### config.mk
export PLATFORM = sky130hd
export DESIGN_NAME = adder_tree_feeder
export DESIGN_NICKNAME = d
export VERILOG_FILES = /design/src/rtl/adder_tree_feeder.sv
export SDC_FILE = /design/constraint.sdc
export NUM_CORES = 1
export LEC_CHECK = 0
export BUFFER_PORTS_ARGS = -buffer_cell sky130_fd_sc_hd__buf_2
export CAP_MARGIN = 20
export CORE_MARGIN = 2
export CORE_UTILIZATION = 42
export DETAILED_ROUTE_END_ITERATION = 16
export PLACE_DENSITY_LB_ADDON = 0.1
export SYNTH_ARGS = -nofsm -noshare
export SYNTH_HDL_FRONTEND = slang
export SYNTH_SLANG_ARGS = --single-unit
### constraint.sdc
create_clock -name clk -period 1.82 [get_ports clk]
set_clock_uncertainty 0.2 [all_clocks]
set_input_delay 0.364 -clock clk [delete_from_list [all_inputs] [get_ports clk]]
set_output_delay 0.364 -clock clk [all_outputs]
set_load 0.005 [all_outputs]
### src/rtl/adder_tree_feeder.sv
// adder_tree_feeder: packs serial operand words into an 8-slot parallel frame for an adder tree.
// Define ADDER_TREE_FEEDER_SUM_CHECK_EN to add the exp_sum running-total output.
module adder_tree_feeder #(
  parameter int WIDTH = 6
) (
  input  logic             clk,
  input  logic             rst_n,
  input  logic             in_valid,
  output logic             in_ready,
  input  logic [WIDTH-1:0] in_data,
  input  logic             in_last,
  output logic [WIDTH-1:0] osum0_0_0_0,
  output logic [WIDTH-1:0] osum0_0_0_1,
  output logic [WIDTH-1:0] osum0_0_1_0,
  output logic [WIDTH-1:0] osum0_0_1_1,
  output logic [WIDTH-1:0] osum0_1_0_0,
  output logic [WIDTH-1:0] osum0_1_0_1,
  output logic [WIDTH-1:0] osum0_1_1_0,
  output logic [WIDTH-1:0] osum0_1_1_1,
  output logic             out_valid,
  input  logic             out_ready,
  output logic [3:0]       out_count
`ifdef ADDER_TREE_FEEDER_SUM_CHECK_EN
  ,
  output logic [WIDTH+2:0] exp_sum
`endif
);
  typedef enum logic {FILL, HOLD} state_t;
  state_t           r_state;
  logic [2:0]       r_idx;
  logic [WIDTH-1:0] r_slot [8];
  logic [3:0]       r_count;
  logic             r_valid;
  logic             w_acc;
  logic             w_close;
  // in_ready is held low throughout reset and rises as soon as rst_n releases
  assign in_ready = rst_n && (r_state == FILL);
  assign w_acc    = in_valid && in_ready;
  assign w_close  = w_acc && (r_idx == 3'd7 || in_last);
  always_ff @(posedge clk or negedge rst_n) begin
    if (!rst_n) begin
      r_state <= FILL;
      r_idx   <= 3'd0;
      r_count <= 4'd0;
      r_valid <= 1'b0;
      for (int i = 0; i < 8; i++) r_slot[i] <= '0;
    end else if (r_state == FILL) begin
      if (w_acc) begin
        r_slot[r_idx] <= in_data;
        r_idx         <= w_close ? r_idx : r_idx + 3'd1;
      end
      if (w_close) begin
        r_state <= HOLD;
        r_valid <= 1'b1;
        r_count <= {1'b0, r_idx} + 4'd1;
      end
    end else if (out_ready) begin
      r_state <= FILL;
      r_valid <= 1'b0;
      r_idx   <= 3'd0;
      r_count <= 4'd0;
      for (int i = 0; i < 8; i++) r_slot[i] <= '0;
    end
  end
`ifdef ADDER_TREE_FEEDER_SUM_CHECK_EN
  logic [WIDTH+2:0] r_sum;
  always_ff @(posedge clk or negedge rst_n) begin
    if (!rst_n) r_sum <= '0;
    else if (r_state == HOLD && out_ready) r_sum <= '0;
    else if (w_acc) r_sum <= r_sum + {3'b000, in_data};
  end
  assign exp_sum = r_sum;
`endif
  assign out_valid   = r_valid;
  assign out_count   = r_count;
  assign osum0_0_0_0 = r_slot[0];
  assign osum0_0_0_1 = r_slot[1];
  assign osum0_0_1_0 = r_slot[2];
  assign osum0_0_1_1 = r_slot[3];
  assign osum0_1_0_0 = r_slot[4];
  assign osum0_1_0_1 = r_slot[5];
  assign osum0_1_1_0 = r_slot[6];
  assign osum0_1_1_1 = r_slot[7];
endmodule
=== Word level (Yosys, flattened, before mapping) ===
Cells that the tools add are included.

* Input port bits: 11
* Flip-flop bits (word level): 57
* Logic and storage cells: 50
* Output and inout port bits: 54

* Bitwise gates (word level): 2
* Reductions and logical operators: 10
* Equal/unequal tests: 3
* Add/sub/neg operators: 2
* $lt $le $gt $ge: 2
* Multiplexer cells: 19

{| class="wikitable"
|+ Operators by type and width
! kind !! number
|-
| 48-bit two-way mux || 3
|-
| 48-bit bitwise mux || 1
|-
| 6-bit demux with 3-bit select || 1
|-
| 3-bit two-way mux || 4
|-
| 4-bit two-way mux || 3
|-
| 1-bit two-way mux || 6
|-
| 6-bit two-way mux || 1
|-
| 3-bit by 1-bit adder with 4-bit output (second input constant) || 1
|-
| 4-bit greater-or-equal comparator (second input constant) || 1
|-
| 1-bit logical AND || 4
|-
| 4-bit by 1-bit less-than comparator with 1-bit output (second input constant) || 1
|-
| 2-bit != test (second input constant) || 2
|-
| 3-bit NOT with 4-bit output || 1
|-
| 2-bit AND reduction || 2
|-
| 2-bit nonzero test || 2
|-
| 3-bit by 1-bit adder with 3-bit output (second input constant) || 1
|-
| 3-bit equality test (second input constant) || 1
|-
| 3-bit AND reduction || 1
|-
| 1-bit logical OR || 1
|-
| 1-bit NOT || 1
|}

=== Logic depth before layout (Yosys ltp) ===
Gate-level depths: netlist of run 1.

* Word-level depth: 8
* Depth in mapped cells: 6
* Depth with buffers taken out: 5

=== Worst setup path before layout of run 1 ===
OpenSTA, ideal clock, no wires.

* Path type: reg2reg
* Start point: register r_idx[0]
* End point: register r_idx[1]
* Data arrival time: 1.407 ns
* Setup time: 0.130 ns
* Period minus slack after synthesis: 1.737 ns
* Setup slack: 0.083 ns
* Stages on the path, launching flop included: 6
* Buffers on the path: 0
* Path through: dfrtp_1 > ha_1 > ha_1 > or2_2 > o21ai_0 > a21oi_1

* Longest elaborated chain between the ends: 5
* Elaborated cells between the ends (all ways): 9
* Those cells by class: 1 x add/sub; 2 x eq/ne; 3 x mux; 3 x reduce/logical

{| class="wikitable"
|+ RTL lines
! element !! line !! text
|-
| start, declared || 30 || <nowiki>logic [2:0] r_idx;</nowiki>
|-
| start signal, assigned || 50 || <nowiki>r_idx <= w_close ? r_idx : r_idx + 3'd1;</nowiki>
|-
| branches (longest 5 deep; another with 3-bit by 1-bit adder with 3-bit output) || - ||
|}

Several ways; the timed one is not identified. The select of a mux whose other input is x is not followed.
A chain may end at the register's enable or synchronous reset.

=== Worst setup path after layout of run 1 ===
* Start point: register r_idx[0]
* End point: register r_idx[2]

The elaborated chain is that of the path after synthesis.

==> results.toml, run 1 <==
[outcome]
outcome = "completed"

[power_and_ir_drop]
share_comb_of_total_power = 0.183
power.clock.fraction = 0.368
swShare = 0.263
net_load_switching_power_uw = 881
power_density_over_the_cells_nw_per_um2 = 1070
intPower_mw = 2.47
leak_pwr_nw = 1.59
power.sequential.fraction = 0.449
total_power_mw = 3.35
vdd_ir_drop_max_mv = 0.528

[synth]
library_cell_with_the_highest_instance_count_after_synthesis = "sky130_fd_sc_hd__dfrtp_1"
synth_top_flop_cell = "sky130_fd_sc_hd__dfrtp_1"
yosys.cell_types.count = 34
synth_area_leader_cell = "sky130_fd_sc_hd__dfrtp_1"
syn-cell-area_um2 = 2440
synth.yosys.warnings = 0
synthesis.area_per_instance_um2 = 14.1
flip_flop_and_latch_count_after_synthesis = 57
yosys.area.top_type_share = 0.584
synthesis.nets = 186
synth_seq_area_share = 0.584
asr_flop_ratio_synth = 1.00
number_of_enable_type_register_cells_in_the_synthesized_netlist = 0
post_synth_main_area_contributors = "sky130_fd_sc_hd__dfrtp_1 (58%), sky130_fd_sc_hd__o2bb2ai_1 (11%), sky130_fd_sc_hd__a32o_1 (7.4%)"
post_synth_inst_count = 173
synth_common_cells = "sky130_fd_sc_hd__dfrtp_1 (57), sky130_fd_sc_hd__o2bb2ai_1 (30), sky130_fd_sc_hd__a32o_1 (18)"

[detailed_routing]
drtAntennaViolNets = 0
first_pass_iters = 4
drc = 0
route.vias.total = 1881
drt-vias-per-instance = 5.65
detailedRoute.firstIterationViolations = 71
routed_wirelength_um = 5780
routed_wire_length_per_instance_um = 17.4

[sta]
final.setup.tns_ns = 0
drv_slew = 0
timing_worst_slew_pin_value_ns = 0.442
hold_viol = 0
rsz0062_at_grt = "no"
tightest_slew_margin_relative_to_the_limit = 0.705
peak_clock_frequency_supported_by_timing_mhz = 599
post-route-worst-setup-slack_ns = 0.152
setup_violations = 0
finalWorstPathRequiredPeriod_ns = 1.67
portion_of_the_clock_cycle_consumed_by_the_worst_path_in_the_final_layout = 0.917
hold-worst-slack_ns = 0.0474

[setup_path]
critical_path.top_delay_family = "flip-flops"
critPathMostFrequentCell = "sky130_fd_sc_hd__ha_1"
worst-setup-path-type = "flip-flop to flip-flop"
r2r_slack_ns = 0.15
worstSetupPathDepth = 5
reg2reg_depth = 5
regToRegEndpoint = "r_idx[2]"
cp_data_required_time_ns = 1.83
endpoint_kind = "flip-flop"
timing.critical_path.cells = "ha_1 > ha_1 > or2_2 > o21ai_0 > a21oi_1"
reg_to_reg_start = "r_idx[0]"
critical_path_peak_fanout = 5
crit_slowest_cell = "sky130_fd_sc_hd__dfrtp_1"
critPathMaxStageDelay_ns = 0.39
timing.critical_path.arrival_ns = 1.68
startpoint_kind_of_the_worst_setup_timing_path = "flip-flop"
critical_path.n_buffers_inverters = 0

[placed_design]
port_buffers = 64
gp_congestion = 0.766
place_hpwl_um = 4000
place_ws_ns = 0.135
placed_cells = 314

[clock_network]
h-tree-depth = 3
tritoncts = "done"
numCtsBuffers = 9
post_cts.resized_instances = 0
cts.path.max_buffers = 2
insertion_delay_ns = 0.33
path_clk_slew_ns = 0.06
clkSinkCount = 57
clock_tree_root_driver_cell = "sky130_fd_sc_hd__clkbuf_8"

[grt]
grt_pass1_wl_um = 9430
grt_use_total = 0.195
first_global_vias = 1855
gr-total-overflow = 0
largest_net_degree_at_the_start_of_global_routing = 37
antenna_violations_before_repair = 0

[die]
total_die_area_um2 = 6440
floorplan.initialDensity = 0.438
std_cell_rows = 27
die_width_um = 80.2
ioPinCount = 65
core_um2 = 5570
chipHeight_um = 80.2

[hold_path]
hold_path.startpoint = "out_ready"
hold-path-endpoint = "r_state"
hold_path_depth = 2
worst_hold_class = "input port to flip-flop"

[layout]
finalNetCount = 269
post_route_cells_drive_above_1_share = 0.410
antenna_cells = 0
layout.cells.non_filler = 333
areaGrowthSynthToFinish_pct = 28.3

[run]
maxCapViolations = 0
## layer usage
metal / GRT usage / vias up / wire length (µm) / share of wire
li1: - / 858 / - / -
met1: 0.287 / 959 / 2800 / 0.48
met4: 0.0814 / 0 / 64 / 0.011
met3: 0.0404 / 8 / 266 / 0.046
met2: 0.279 / 56 / 2660 / 0.46
met5: 0 / - / 0 / 0
## final cells by class
| cell class | instances | area, µm² |
|---|---|---|
| fillers | 494 | 2440 |
| flip-flops and latches | 57 | 1430 |
| multi-input cells | 106 | 920 |
| repair buffers | 81 | 485 |
| clock buffers | 14 | 173 |
| well taps | 72 | 90.1 |
| clock inverters | 2 | 35.0 |
| inverters | 1 | 3.75 |
## cells by family after synthesis
kind of cell | synth area share
flops | 0.584
buf+inv | 0.0389
compound gates | 0.261
fa+ha+maj | 0.0102
simple gates | 0.106
## through the flow
| step | area, µm² | utilization |
|---|---|---|
| 3_3_place_gp | 2890 | 0.519 |
| 4_1_cts | 3120 | 0.559 |
| 6_report | 3130 | 0.562 |
| 5_1_grt | 3130 | 0.562 |
| 2_1_floorplan | 2440 | - |
| 3_5_place_dp | 2890 | 0.519 |
## power by group through the flow
stage	clock, mW	sequential, mW	combinational, mW
6_report	1.23	1.51	0.613
5_1_grt	1.33	1.52	0.677
4_1_cts	1.25	1.51	0.619
2_1_floorplan	0	1.54	0.324
3_5_place_dp	0	1.53	0.616
3_3_place_gp	0	1.53	0.605
## worst register-to-register path, cell delays in order, from the launching register on
cell	delay (ns)
sky130_fd_sc_hd__dfrtp_1	0.39
sky130_fd_sc_hd__ha_1	0.20
sky130_fd_sc_hd__ha_1	0.18
sky130_fd_sc_hd__or2_2	0.34
sky130_fd_sc_hd__o21ai_0	0.17
sky130_fd_sc_hd__a21oi_1	0.09
## worst max path at each step
stage	startpoint	slack [ns]	end
finish	r_idx[0]	0.15	r_idx[2]
global route	r_idx[0]	0.05	r_idx[1]
CTS	rst_n	0.07	osum0_0_0_0[1]
detailed placement	rst_n	0.14	in_ready
global placement	rst_n	0.14	in_ready
floorplan	r_idx[0]	0.08	r_idx[1]
## cell usage in the layout (no fill, tap or decap), types with 4 or more instances in the layout
cell	instances
sky130_fd_sc_hd__a32o_1	18
sky130_fd_sc_hd__nand3_1	4
sky130_fd_sc_hd__clkbuf_8	12
sky130_fd_sc_hd__o2bb2ai_1	30
sky130_fd_sc_hd__dfrtp_1	57
sky130_fd_sc_hd__nand2_1	10
sky130_fd_sc_hd__a21oi_1	4
sky130_fd_sc_hd__o21ai_0	7
sky130_fd_sc_hd__buf_2	64
sky130_fd_sc_hd__buf_4	12
## repair_timing
action                                 4_1_cts  5_1_grt
hold buffers                                 2        0
endpoints found under the hold margin       57        0
buffers inserted                             0        0
## sequential cells by signal (all words and copies together), names as in the netlist
| register | flops |
|---|---|
| r_idx | 3 |
| osum0_1_1_0 | 6 |
| osum0_1_0_1 | 6 |
| osum0_1_0_0 | 6 |
| out_count | 4 |
| r_state | 1 |
| osum0_0_1_0 | 6 |
| osum0_0_1_1 | 6 |
| osum0_1_1_1 | 6 |
| out_valid | 1 |
| osum0_0_0_1 | 6 |
| osum0_0_0_0 | 6 |
No activity file was read; power rests on OpenSTA's default activity.
==> run 2: changes to the inputs <==
ABC_AREA = 1   (was not set)
SLEW_MARGIN = 30   (was not set)
==> run 2 against run 1 <==
Register-to-register slack got worse by 0.02 ns. Largest cell class unchanged. Sequential cell count unchanged. Area after synthesis is 9.0% lower. Synthesized cell count grew 35%. Global-route usage up 2.1 points. Die area shrank 8.6%. Via count grew 2.7%. Non-clock buffer count down 3. Highest routed layer unchanged. Setup slack got worse by 0.019 ns. Critical path depth grew 3.
==> results.toml, run 2 <==
[power_and_ir_drop]
power.clock.fraction = 0.251
total_power_mw = 4.48
leak_pwr_nw = 1.60
net_load_switching_power_mw = 1.48
power_density_over_the_cells_nw_per_um2 = 1540
swShare = 0.331
power.sequential.fraction = 0.441
share_comb_of_total_power = 0.308
intPower_mw = 3.00
vdd_ir_drop_max_mv = 0.773

[grt]
first_global_vias = 1956
largest_net_degree_at_the_start_of_global_routing = 56
gr-total-overflow = 0
grt_pass1_wl_um = 9660
antenna_violations_before_repair = 0
grt_use_total = 0.216

[synth]
post_synth_inst_count = 233
synthesis.nets = 246
yosys.cell_types.count = 15
syn-cell-area_um2 = 2220
synth_area_leader_cell = "sky130_fd_sc_hd__dfrtp_1"
synth_top_flop_cell = "sky130_fd_sc_hd__dfrtp_1"
synthesis.area_per_instance_um2 = 9.53
flip_flop_and_latch_count_after_synthesis = 57
asr_flop_ratio_synth = 1.00
synth_common_cells = "sky130_fd_sc_hd__nand2_1 (88), sky130_fd_sc_hd__dfrtp_1 (57), sky130_fd_sc_hd__o21ai_0 (49)"
post_synth_main_area_contributors = "sky130_fd_sc_hd__dfrtp_1 (64%), sky130_fd_sc_hd__nand2_1 (15%), sky130_fd_sc_hd__o21ai_0 (11%)"
yosys.area.top_type_share = 0.642
synth.yosys.warnings = 0
number_of_enable_type_register_cells_in_the_synthesized_netlist = 0
synth_seq_area_share = 0.642
library_cell_with_the_highest_instance_count_after_synthesis = "sky130_fd_sc_hd__nand2_1"

[placed_design]
placed_cells = 378
place_area_um2 = 2710
gp_congestion = 0.883
place_ws_ns = 0.146
port_buffers = 64
place_hpwl_um = 3840

[sta]
finalWorstPathRequiredPeriod_ns = 1.69
timing_worst_slew_pin_value_ns = 0.684
post-route-worst-setup-slack_ns = 0.133
rsz0062_at_grt = "no"
hold_viol = 0
peak_clock_frequency_supported_by_timing_mhz = 593
setup_violations = 0
hold-worst-slack_ns = 0.0538
tightest_slew_margin_relative_to_the_limit = 0.544
final.setup.tns_ns = 0
portion_of_the_clock_cycle_consumed_by_the_worst_path_in_the_final_layout = 0.927
drv_slew = 0

[die]
core_um2 = 5110
floorplan.initialDensity = 0.435
chipHeight_um = 76.7
die_width_um = 76.7
ioPinCount = 65
total_die_area_um2 = 5890
std_cell_rows = 26

[detailed_routing]
drt-vias-per-instance = 4.89
route.vias.total = 1931
detailedRoute.firstIterationViolations = 69
first_pass_iters = 4
routed_wire_length_per_instance_um = 14.3
drc = 0
routed_wirelength_um = 5670
drtAntennaViolNets = 0

[run]
maxCapViolations = 0

[setup_path]
critical_path_peak_fanout = 7
critical_path.top_delay_family = "simple AND/OR/NAND/NOR gates"
startpoint_kind_of_the_worst_setup_timing_path = "flip-flop"
endpoint_kind = "flip-flop"
r2r_slack_ns = 0.13
critPathMaxStageDelay_ns = 0.39
crit_slowest_cell = "sky130_fd_sc_hd__dfrtp_1"
cp_data_required_time_ns = 1.89
timing.critical_path.arrival_ns = 1.76
critical_path.n_buffers_inverters = 2
worst-setup-path-type = "flip-flop to flip-flop"
timing.critical_path.cells = "ha_1 > ha_1 > inv_1 > nand2_1 > nand3_1 > buf_4 > nand4_1 > nand2_1"

[clock_network]
path_clk_slew_ns = 0.07
cts.path.max_buffers = 2
tritoncts = "done"
insertion_delay_ns = 0.34
numCtsBuffers = 9
post_cts.resized_instances = 0
clkSinkCount = 57
clock_tree_root_driver_cell = "sky130_fd_sc_hd__clkbuf_8"
h-tree-depth = 3

[layout]
layout.cells.non_filler = 395
antenna_cells = 0
layout_commonest_cell = "sky130_fd_sc_hd__nand2_1"
finalNetCount = 333
areaGrowthSynthToFinish_pct = 31.0
post-route-cell-area_um2 = 2910
most_frequent_cells_in_the_layout = "sky130_fd_sc_hd__nand2_1 (88), sky130_fd_sc_hd__buf_2 (64), sky130_fd_sc_hd__dfrtp_1 (57)"
post_route_cells_drive_above_1_share = 0.298
final_core_util = 0.570

[hold_path]
worst_hold_class = "input port to asynchronous set/reset pin"

[outcome]
outcome = "completed"
==> run 2: cell count changes after synthesis, moves of 3 or more <==
cell / before / now
sky130_fd_sc_hd__o21ai_0: 7 / 49
sky130_fd_sc_hd__nand3_1: 4 / 13
sky130_fd_sc_hd__nand4_1: 0 / 3
sky130_fd_sc_hd__o22ai_4: 3 / 0
sky130_fd_sc_hd__a21oi_1: 4 / 0
sky130_fd_sc_hd__o2bb2ai_1: 30 / 0
sky130_fd_sc_hd__inv_1: 1 / 9
sky130_fd_sc_hd__o211ai_1: 3 / 0
sky130_fd_sc_hd__buf_6: 5 / 1
sky130_fd_sc_hd__a22o_1: 3 / 0
sky130_fd_sc_hd__a32o_1: 18 / 0
sky130_fd_sc_hd__nand2_1: 10 / 88
==> run 2: power groups by stage <==
stage	clock network, mW	registers, mW	logic, mW
after floorplan	0	2.04	0.589
after global placement	0	1.99	1.37
after detailed placement	0	2.00	1.40
after CTS	1.15	1.98	1.41
after global routing	1.21	2.03	1.61
final	1.12	1.98	1.38
==> run 2: kinds of logic (layout without fill, tap and decap cells) <==
family | after synthesis | count (layout) | share of synthesized area
buf+inv | 13 | 105 | 0.0270
compound gates | 49 | 49 | 0.110
simple gates | 112 | 112 | 0.209
fa+ha+maj | 2 | 2 | 0.0113
flops | 57 | 57 | 0.642
==> run 2: worst paths after layout <==
| kind | start | to | cells past startpoint |
|---|---|---|---|
| max in group asynchronous | rst_n | out_count[2] | 2 |
| min | rst_n | osum0_0_0_0[1] | 2 |
| min in group clk | out_ready | r_state | 3 |
| max reg2reg | r_idx[0] | r_idx[2] | 8 |
| max | r_idx[0] | r_idx[2] | 8 |
| min reg2reg | osum0_0_0_1[2] | osum0_0_0_1[2] | 2 |
==> run 2: worst reg2reg max path, stage by stage, from the launching register on <==
cell	delay (ns)
sky130_fd_sc_hd__dfrtp_1	0.39
sky130_fd_sc_hd__ha_1	0.21
sky130_fd_sc_hd__ha_1	0.18
sky130_fd_sc_hd__inv_1	0.05
sky130_fd_sc_hd__nand2_1	0.04
sky130_fd_sc_hd__nand3_1	0.23
sky130_fd_sc_hd__buf_4	0.18
sky130_fd_sc_hd__nand4_1	0.07
sky130_fd_sc_hd__nand2_1	0.07
==> run 2: area by class of cell <==
class | count | area, µm²
tap | 70 | 87.6
timing repair buffer | 78 | 428
clock buffer | 14 | 183
fill | 519 | 2200
multi-input combinational | 163 | 734
sequential | 57 | 1430
clock inverter | 2 | 10.0
inverter | 11 | 41.3
==> run 2: routing by layer <==
layer | vias to the layer above | routed length (µm) | GRT usage
met4 | 0 | 147 | 0.116
met2 | 64 | 2520 | 0.321
met3 | 18 | 332 | 0.0447
met5 | - | 0 | 0
met1 | 909 | 2670 | 0.297
li1 | 940 | - | -
==> run 2: repair_timing <==
item,CTS,global route
endpoints found under the hold margin,2,0
buffers inserted,0,0
hold buffers,1,0
==> run 3: changes to the inputs <==
RECOVER_POWER = 25   (was not set)
==> run 3 against run 2 <==
Design area hardly changed. Non-clock buffer count unchanged. Clock-buffer cell count is the same. Clock power hardly changed. Combinational power about the same.
==> results.toml, run 3 (synthesis results as in run 2) <==
[placed_design]
gp_congestion = 0.883
placed_cells = 378
place_hpwl_um = 3840
port_buffers = 64
place_ws_ns = 0.146
place_area_um2 = 2710

[layout]
finalNetCount = 333
final_core_util = 0.570
antenna_cells = 0
post_route_cells_drive_above_1_share = 0.295
most_frequent_cells_in_the_layout = "sky130_fd_sc_hd__nand2_1 (88), sky130_fd_sc_hd__buf_2 (63), sky130_fd_sc_hd__dfrtp_1 (57)"
post-route-cell-area_um2 = 2910
layout.cells.non_filler = 395
layout_commonest_cell = "sky130_fd_sc_hd__nand2_1"
areaGrowthSynthToFinish_pct = 31.0
fillerInstances = 520

[die]
ioPinCount = 65
total_die_area_um2 = 5890
core_um2 = 5110
std_cell_rows = 26
chipHeight_um = 76.7
floorplan.initialDensity = 0.435
die_width_um = 76.7

[setup_path]
cp_data_required_time_ns = 1.89
timing.critical_path.cells = "ha_1 > ha_1 > inv_1 > nand2_1 > nand3_1 > buf_4 > nand4_1 > nand2_1"
r2r_slack_ns = 0.13
timing.critical_path.arrival_ns = 1.76
critical_path.top_delay_family = "simple AND/OR/NAND/NOR gates"
critical_path_peak_fanout = 7
crit_slowest_cell = "sky130_fd_sc_hd__dfrtp_1"
startpoint_kind_of_the_worst_setup_timing_path = "flip-flop"
worst-setup-path-type = "flip-flop to flip-flop"
endpoint_kind = "flip-flop"
critical_path.n_buffers_inverters = 2
critPathMaxStageDelay_ns = 0.39

[detailed_routing]
route.vias.total = 1931
first_pass_iters = 4
routed_wirelength_um = 5670
drt-vias-per-instance = 4.89
drtAntennaViolNets = 0
routed_wire_length_per_instance_um = 14.3
detailedRoute.firstIterationViolations = 69
drc = 0

[clock_network]
cts.path.max_buffers = 2
insertion_delay_ns = 0.34
clkSinkCount = 57
clock_tree_root_driver_cell = "sky130_fd_sc_hd__clkbuf_8"
numCtsBuffers = 9
h-tree-depth = 3
tritoncts = "done"
path_clk_slew_ns = 0.06

[hold_path]
worst_hold_class = "input port to flip-flop"

[grt]
antenna_violations_before_repair = 0
grtUsageMet2 = 0.321
grt_pass1_wl_um = 9660
grt.met1_usage = 0.297
gr-max-usage-layer = "met2"
grtUsageMet3 = 0.0447
largest_net_degree_at_the_start_of_global_routing = 56
gr-total-overflow = 0
grt_use_total = 0.216
first_global_vias = 1956

[power_and_ir_drop]
power_density_over_the_cells_nw_per_um2 = 1540
vdd_ir_drop_max_mv = 0.773
total_power_mw = 4.48
leak_pwr_nw = 1.60

[sta]
hold-worst-slack_ns = 0.145
setup_violations = 0
final.setup.tns_ns = 0
drv_slew = 0
post-route-worst-setup-slack_ns = 0.133
portion_of_the_clock_cycle_consumed_by_the_worst_path_in_the_final_layout = 0.927
finalWorstPathRequiredPeriod_ns = 1.69
timing_worst_slew_pin_value_ns = 0.740
rsz0062_at_grt = "no"
tightest_slew_margin_relative_to_the_limit = 0.507
hold_viol = 0
peak_clock_frequency_supported_by_timing_mhz = 593

[run]
maxCapViolations = 0

[outcome]
outcome = "completed"
run 3: power breakdown:
group	internal, mW	switching, mW	leakage, nW	total, mW
registers	1.72	0.255	0.765	1.98
logic	0.638	0.742	0.733	1.38
clock network	0.639	0.485	0.102	1.12
total	3.00	1.48	1.60	4.48
run 3: what timing repair did:
| item | in CTS | in global routing |
|---|---|---|
| hold buffers | 1 | 0 |
| endpoints found under the hold margin | 2 | 0 |
| resized for setup | 0 | 0 |
| setup buffers | 0 | 0 |
run 3: worst register-to-register path, cell delays in order (launching register included):
cell,delay (ns)
sky130_fd_sc_hd__dfrtp_1,0.39
sky130_fd_sc_hd__ha_1,0.21
sky130_fd_sc_hd__ha_1,0.18
sky130_fd_sc_hd__inv_1,0.05
sky130_fd_sc_hd__nand2_1,0.04
sky130_fd_sc_hd__nand3_1,0.23
sky130_fd_sc_hd__buf_4,0.18
sky130_fd_sc_hd__nand4_1,0.07
sky130_fd_sc_hd__nand2_1,0.07
run 3: worst paths after layout:
| check | from | to | cells after the start |
|---|---|---|---|
| setup / recovery | r_idx[0] | r_idx[2] | 8 |
| hold / removal | out_ready | r_state | 3 |
| setup reg to reg | r_idx[0] | r_idx[2] | 8 |
| hold reg to reg | osum0_0_0_1[2] | osum0_0_0_1[2] | 2 |
| max in group asynchronous | rst_n | out_count[2] | 2 |
| min in group asynchronous | rst_n | osum0_0_0_0[1] | 2 |
run 3: final cells by class:
cell class,count,area [µm²],area share
Timing Repair Buffer,78,427,0.147
Sequential cell,57,1430,0.490
Clock buffer,14,183,0.0628
Multi-Input combinational cell,163,734,0.252
Clock inverter,2,10.0,0.00344
Tap cell,70,87.6,0.0301
Inverter,11,41.3,0.0142
run 3: routing by layer:
| metal | part of all wire | vias up |
|---|---|---|
| met3 | 0.058 | 18 |
| met5 | 0 | - |
| met4 | 0.026 | 0 |
| li1 | - | 940 |
| met2 | 0.44 | 64 |
| met1 | 0.47 | 909 |
